$ cat src/rtl/traffic_light_fsm.sv
// Main/side street light sequencer with a walk phase, timed by a tick-driven interval counter.
// Outputs are a Moore decode of the state register; WR_Reset is a registered entry pulse.
module traffic_light_fsm #(
    parameter int unsigned BASE_TICKS = 6,
    parameter int unsigned EXT_TICKS  = 3,
    parameter int unsigned YEL_TICKS  = 2,
    parameter int unsigned WALK_TICKS = 3,
    parameter int unsigned CW         = 8
) (
    input  logic       clock,
    input  logic       reset,
    input  logic       tick,
    input  logic       sensor,
    input  logic       WR,
    output logic [2:0] main_lts,
    output logic [2:0] side_lts,
    output logic       walk,
    output logic       WR_Reset,
    output logic [2:0] state
);

    localparam logic [2:0] MG1 = 3'd0;
    localparam logic [2:0] MG2 = 3'd1;
    localparam logic [2:0] MY  = 3'd2;
    localparam logic [2:0] WLK = 3'd3;
    localparam logic [2:0] SG1 = 3'd4;
    localparam logic [2:0] SG2 = 3'd5;
    localparam logic [2:0] SY  = 3'd6;

    localparam logic [2:0] LAMP_R = 3'b100;
    localparam logic [2:0] LAMP_Y = 3'b010;
    localparam logic [2:0] LAMP_G = 3'b001;

    // Counter load values: a state lasting N ticks starts at N-1 and expires on the tick at 0.
    localparam logic [CW-1:0] BASE_LD = CW'(BASE_TICKS - 1);
    localparam logic [CW-1:0] EXT_LD  = CW'(EXT_TICKS - 1);
    localparam logic [CW-1:0] YEL_LD  = CW'(YEL_TICKS - 1);
    localparam logic [CW-1:0] WALK_LD = CW'(WALK_TICKS - 1);

    logic [2:0]    state_q, state_d;
    logic [CW-1:0] cnt_q, cnt_d;
    logic          wr_reset_q, wr_reset_d;
    logic          expired;

    assign expired = tick && (cnt_q == '0);

    always_comb begin
        state_d = state_q;
        cnt_d   = cnt_q;
        if (state_q > SY) begin
            state_d = MG1;
            cnt_d   = BASE_LD;
        end else if (tick && !expired) begin
            cnt_d = cnt_q - 1'b1;
        end else if (expired) begin
            case (state_q)
                MG1: begin
                    state_d = MG2;
                    cnt_d   = sensor ? EXT_LD : BASE_LD;
                end
                MG2: begin
                    state_d = MY;
                    cnt_d   = YEL_LD;
                end
                MY: begin
                    if (WR) begin
                        state_d = WLK;
                        cnt_d   = WALK_LD;
                    end else begin
                        state_d = SG1;
                        cnt_d   = BASE_LD;
                    end
                end
                WLK: begin
                    state_d = SG1;
                    cnt_d   = BASE_LD;
                end
                SG1: begin
                    if (sensor) begin
                        state_d = SG2;
                        cnt_d   = EXT_LD;
                    end else begin
                        state_d = SY;
                        cnt_d   = YEL_LD;
                    end
                end
                SG2: begin
                    state_d = SY;
                    cnt_d   = YEL_LD;
                end
                default: begin
                    state_d = MG1;
                    cnt_d   = BASE_LD;
                end
            endcase
        end
    end

    // Pulse only on the edge that enters WLK, so it covers exactly the first walk clock.
    assign wr_reset_d = (state_d == WLK) && (state_q != WLK);

    always_ff @(posedge clock) begin
        if (reset) begin
            state_q    <= MG1;
            cnt_q      <= BASE_LD;
            wr_reset_q <= 1'b0;
        end else begin
            state_q    <= state_d;
            cnt_q      <= cnt_d;
            wr_reset_q <= wr_reset_d;
        end
    end

    always_comb begin
        main_lts = LAMP_R;
        side_lts = LAMP_R;
        walk     = 1'b0;
        case (state_q)
            MG1, MG2: main_lts = LAMP_G;
            MY:       main_lts = LAMP_Y;
            WLK:      walk     = 1'b1;
            SG1, SG2: side_lts = LAMP_G;
            SY:       side_lts = LAMP_Y;
            default: begin
                main_lts = LAMP_R;
                side_lts = LAMP_R;
            end
        endcase
    end

    assign WR_Reset = wr_reset_q;
    assign state    = state_q;

endmodule

$ cat config.mk
export PLATFORM = sky130hd
export DESIGN_NAME = traffic_light_fsm
export DESIGN_NICKNAME = d
export VERILOG_FILES = /design/src/rtl/traffic_light_fsm.sv
export SDC_FILE = /design/constraint.sdc
export NUM_CORES = 1
export LEC_CHECK = 0
export ABC_AREA = 1
export CELL_PAD_IN_SITES_DETAIL_PLACEMENT = 0
export CELL_PAD_IN_SITES_GLOBAL_PLACEMENT = 1
export CORE_MARGIN = 2
export CORE_UTILIZATION = 38
export CTS_CLUSTER_DIAMETER = 50
export DETAILED_ROUTE_END_ITERATION = 12
export GPL_TIMING_DRIVEN = 1
export PLACE_DENSITY = 0.87
export SETUP_SLACK_MARGIN = 0.02
export SLEW_MARGIN = 10
export SYNTH_ARGS = -nofsm -noshare
export SYNTH_HDL_FRONTEND = slang
export SYNTH_SLANG_ARGS = --single-unit
$ cat constraint.sdc
create_clock -name clock -period 3.22 [get_ports clock]
set_input_delay 0.966 -clock clock [delete_from_list [all_inputs] [get_ports clock]]
set_output_delay 0.966 -clock clock [all_outputs]
set_load 0.02 [all_outputs]
* Word level (Yosys, flattened, before mapping)
Cells that the tools add are included.
** Word-level totals
- Bits of input ports :: 5
- Word-level logic and storage cells :: 39
- Output and inout port bits :: 11
- Register bits after elaboration :: 12
** Operators by class
- Reduce and logical (&&, ||, !) cells :: 11
- $lt $le $gt $ge :: 1
- $add $sub $neg :: 1
- Equal/unequal tests :: 8
- Muxes and demuxes :: 15
** Operators with widths (number)
- two-way mux 3 bit :: 6
- case mux 3 bit (6 select lines) :: 1
- two-way mux 8 bit :: 2
- case mux 3 bit (2 select lines) :: 2
- case mux 3 bit (4 select lines) :: 1
- equality test 3 x 2 -> 1 bit, second input constant :: 3
- equality test 3 bit, second input constant :: 3
- zero test 8 bit :: 1
- OR reduction 2 bit :: 4
- subtractor 8 x 1 -> 8 bit, second input constant :: 1
- two-way mux 2 bit :: 2
- equality test 3 x 1 -> 1 bit, second input constant :: 1
- > comparator 3 bit, second input constant :: 1
- logical AND 1 bit :: 3
- zero test 3 bit :: 1
- != test 3 x 2 -> 1 bit, second input constant :: 1
- nonzero test 2 bit :: 1
- zero test 1 bit :: 1
- two-way mux 1 bit :: 1

* Depth between registers and ports, before layout
- Depth after elaboration :: 8
- Depth in mapped cells :: 10
- Mapped depth without buffers :: 10

* Worst setup path before layout
No wires, ideal clock.
- Path kind :: reg-to-output
- Start :: register state_q[1] (netlist: state[1])
- End :: output main_lts[1]
- Stages on the path, launching flop included :: 4
- Path slack :: 1264 ps
- Required time :: 2254 ps
- Buffers on the path :: 1
- Data arrival time :: 990 ps
- Cells stage by stage :: dfxtp_1 buf_6 inv_1 nor2_1
** Between the ends
- Longest elaborated chain between the ends :: 3
- Elaborated cells between the ends (all ways) :: 5
- Those cells by class :: eq/ne (2); mux (1); reduce/logical (2)
** RTL lines
- start: declaration :: line 40 : logic [2:0] state_q, state_d;
- start signal: assignment :: line 108 : state_q <= state_d;
- equality test 3 x 1 -> 1 bit or zero test 3 bit (tied branches) :: line 118 : case (state_q)
- OR reduction 2 bit :: line 118
- case mux 3 bit (2 select lines) * :: line 118
- end: declaration :: line 15 : output logic [2:0] main_lts,
Every way passes the cells marked *; elsewhere a longest branch is shown, timed or not.

* Worst setup path in the final report
Ends and elaborated chain as after synthesis.

==> run metrics <==
gpl congestion=0.7749; Finish-stage setup viols=0; post-route core utilization=between 40% and 50%; setup bufs post-CTS=0; Final period util=86.00%; final slew viol count=0; Synth cell types=25; hpwl dp=1.417 mm; Slew HR=between 60% and 70%; fraction of layout cells with a size suffix above 1=17.57%; CP max stage delay=0.63 ns; Clock Latency Late Sink=0.27 ns; status=finished clean; hold path startpoint=cnt_q[4]; YS warnings=0; Final Hold Viols=0; met2 GRT Util=about a quarter; CP endpoint kind=output port; pre-CTS WS=roughly 0.74 ns; Post-Synthesis Cells=133; maximum vdd drop=143.6 µV; routed vias=approximately 840; fin crit period=2.769 ns; clk buf depth=2; initial antenna violation count=0; post-synthesis sequential area ratio=27.35%; Die Span X=around 52 µm; num rows=17; ANT nets after route=0; Initial Utilization=40.09%; worst setup margin=~0.45 ns; worst-path maximum fanout=10; die area=2712 µm²; Final Cell Area=1059 µm²; setup_tns=0 ns; Clock Root Buffer=clkbuf_4; Starting DRT DRC Count=22; post-synthesis to final-layout area growth=20.51%; critical path startpoint category=register; GR Util met3=3.736%; Max-Cap Viols=0; CTS H-tree lvls=1; commonest non-fill, non-tap cell in the layout=nor2_1; IO Pins=16; syn nets=140; vias in the first global route=764; Congestion Overflow GR=0; clk sinks=12; routed length per instance=9.994 µm; Via-to-Cell Ratio=between 4 and 5; Worst Path Class, Setup=register to output port; FF+latch count, synth=12; post-placement cell count=172; GR Layer Usage met1=18.80%; Buffers on Ports=15; RSZ-0062 raised after global routing=false; PwrDens=326.7 nW/µm²; Die Height=approximately 52 µm; DRC errors left=0; largest net degree at the start of global routing=11; first-pass GRT wire length=approximately 3 mm; CP Cell Sequence=inv_1, nor2_1, clkdlybuf4s50_1; Hold WC Path Type=register to register; dpl cell area=approximately 1000 µm²; Slowest cell on crit path=dfxtp_1; worst slew pin tran=0.4894 ns; Routed Wire Length=approximately 1.8 mm; Avg Cell Area, Syn=6.604 µm²; drt pass-1 iters=4; CTS Buf Count=3; Post-CTS Resized=0; CP Data Arrival Time=~1.8 ns; Tot GR Track Use=14.99%; Worst path top cell family by delay=buffers and inverters; synthesized area=878.3 µm²; nets=156; Worst Path Required=2.25 ns; LEAKAGE=just under 0.5 nW; antenna cells=0; Worst R2R Start=cnt_q[0]; clock skew=approximately 0.0039 ns; GR peak layer=met2; Post-Layout Cell Count=176; crit path from=state[1]; CTS tree=yes; Hold-fix buffers, CTS=0; core area=2191 µm²; Buf/Inv on CP=2; FMAX=361.1 MHz; clock-pin slew on the worst setup and hold paths=0.08 ns; most frequent cells in the layout=nor2_1, nand2_1, inv_1, clkdlybuf4s50_1, dfxtp_1
[sequential cells by signal (all words and copies together) (netlist names)]
| register | flops |
|---|---|
| WR_Reset | 1 |
| cnt_q | 8 |
| state | 3 |
[cells in the mapped netlist]
master,n,area share [%]
nor2_1,26,11
nand2_1,24,10
inv_1,16,6.8
dfxtp_1,12,27
nand3_1,11,6.3
inv_2,6,2.6
nand2_2,6,4.3
xor2_1,4,4.0
a21oi_1,3,1.7
buf_6,3,3.8
nor2_2,3,2.1
ha_1,2,2.8
nand3_2,2,2.3
nand4_1,2,1.4
nor2_4,2,2.6
o21ai_1,2,1.1
buf_4,1,0.86
nand2_4,1,1.3
nand3b_1,1,0.86
nand4_4,1,2.4
nor3_2,1,1.1
o211ai_1,1,0.86
o21ai_0,1,0.57
o22ai_1,1,0.71
or2_0,1,0.71
[kinds of logic after synthesis]
| group | synth area share, % |
|---|---|
| xor gates and xnor gates | 3.988 |
| DFF | 27.35 |
| and+or+nand+nor | 46.72 |
| adders and majority gates | 2.849 |
| AOI/OAI and AO/OA | 4.986 |
| buffers and inverters | 14.10 |
[final cells by class]
cell class | count | area, µm²
Clock buffer | 4 | 36.28
Timing Repair Buffer | 15 | 150.1
Fill cell | 231 | 1132
Sequential cell | 12 | 240.2
Inverter | 22 | 82.58
Tap cell | 28 | 35.03
Multi-Input combinational cell | 95 | 514.2
[routing by layer]
layer,wire [µm],vias up
li1,-,439
met3,89,5
met1,855,372
met4,24,0
met2,790,19
met5,0,-
[report_power, final]
group	internal [W]	switching (W)	leakage [nW]	total [W]
combinational	0.0000257	0.0000383	0.375	0.0000640
sequential	0.000154	0.00000630	0.0975	0.000160
clock	0.0000687	0.0000529	0.0210	0.000122
total	0.000248	0.0000975	0.494	0.000346
[worst register-to-register path: cells and delay by family, from the launching register on]
family	cells	cell delay (ns)
xor+xnor	1	0.15
fa+ha+maj	1	0.18
buf+inv	2	0.17
flops	1	0.33
simple gates	4	0.50
[metrics by stage]
| stage | power (W) | hold slack [ns] |
|---|---|---|
| final | 0.0003459 | 0.5101 |
| after global routing | 0.0003655 | 0.5348 |
| after global placement | 0.0002275 | 0.4864 |
| after CTS | 0.0003470 | 0.5145 |
| after floorplan | 0.0002117 | 0.4642 |
| after detailed placement | 0.0002280 | 0.5034 |
[final timing paths]
| path | to | slack, ns | depth (start not counted) |
|---|---|---|---|
| worst max-delay path | main_lts[1] | 0.45 | 3 |
| worst min-delay path | cnt_q[4] | 0.51 | 2 |
| worst max register to register | cnt_q[6] | 1.79 | 8 |
| worst min register to register | cnt_q[4] | 0.51 | 2 |
Power figures use the tool's default switching activity.
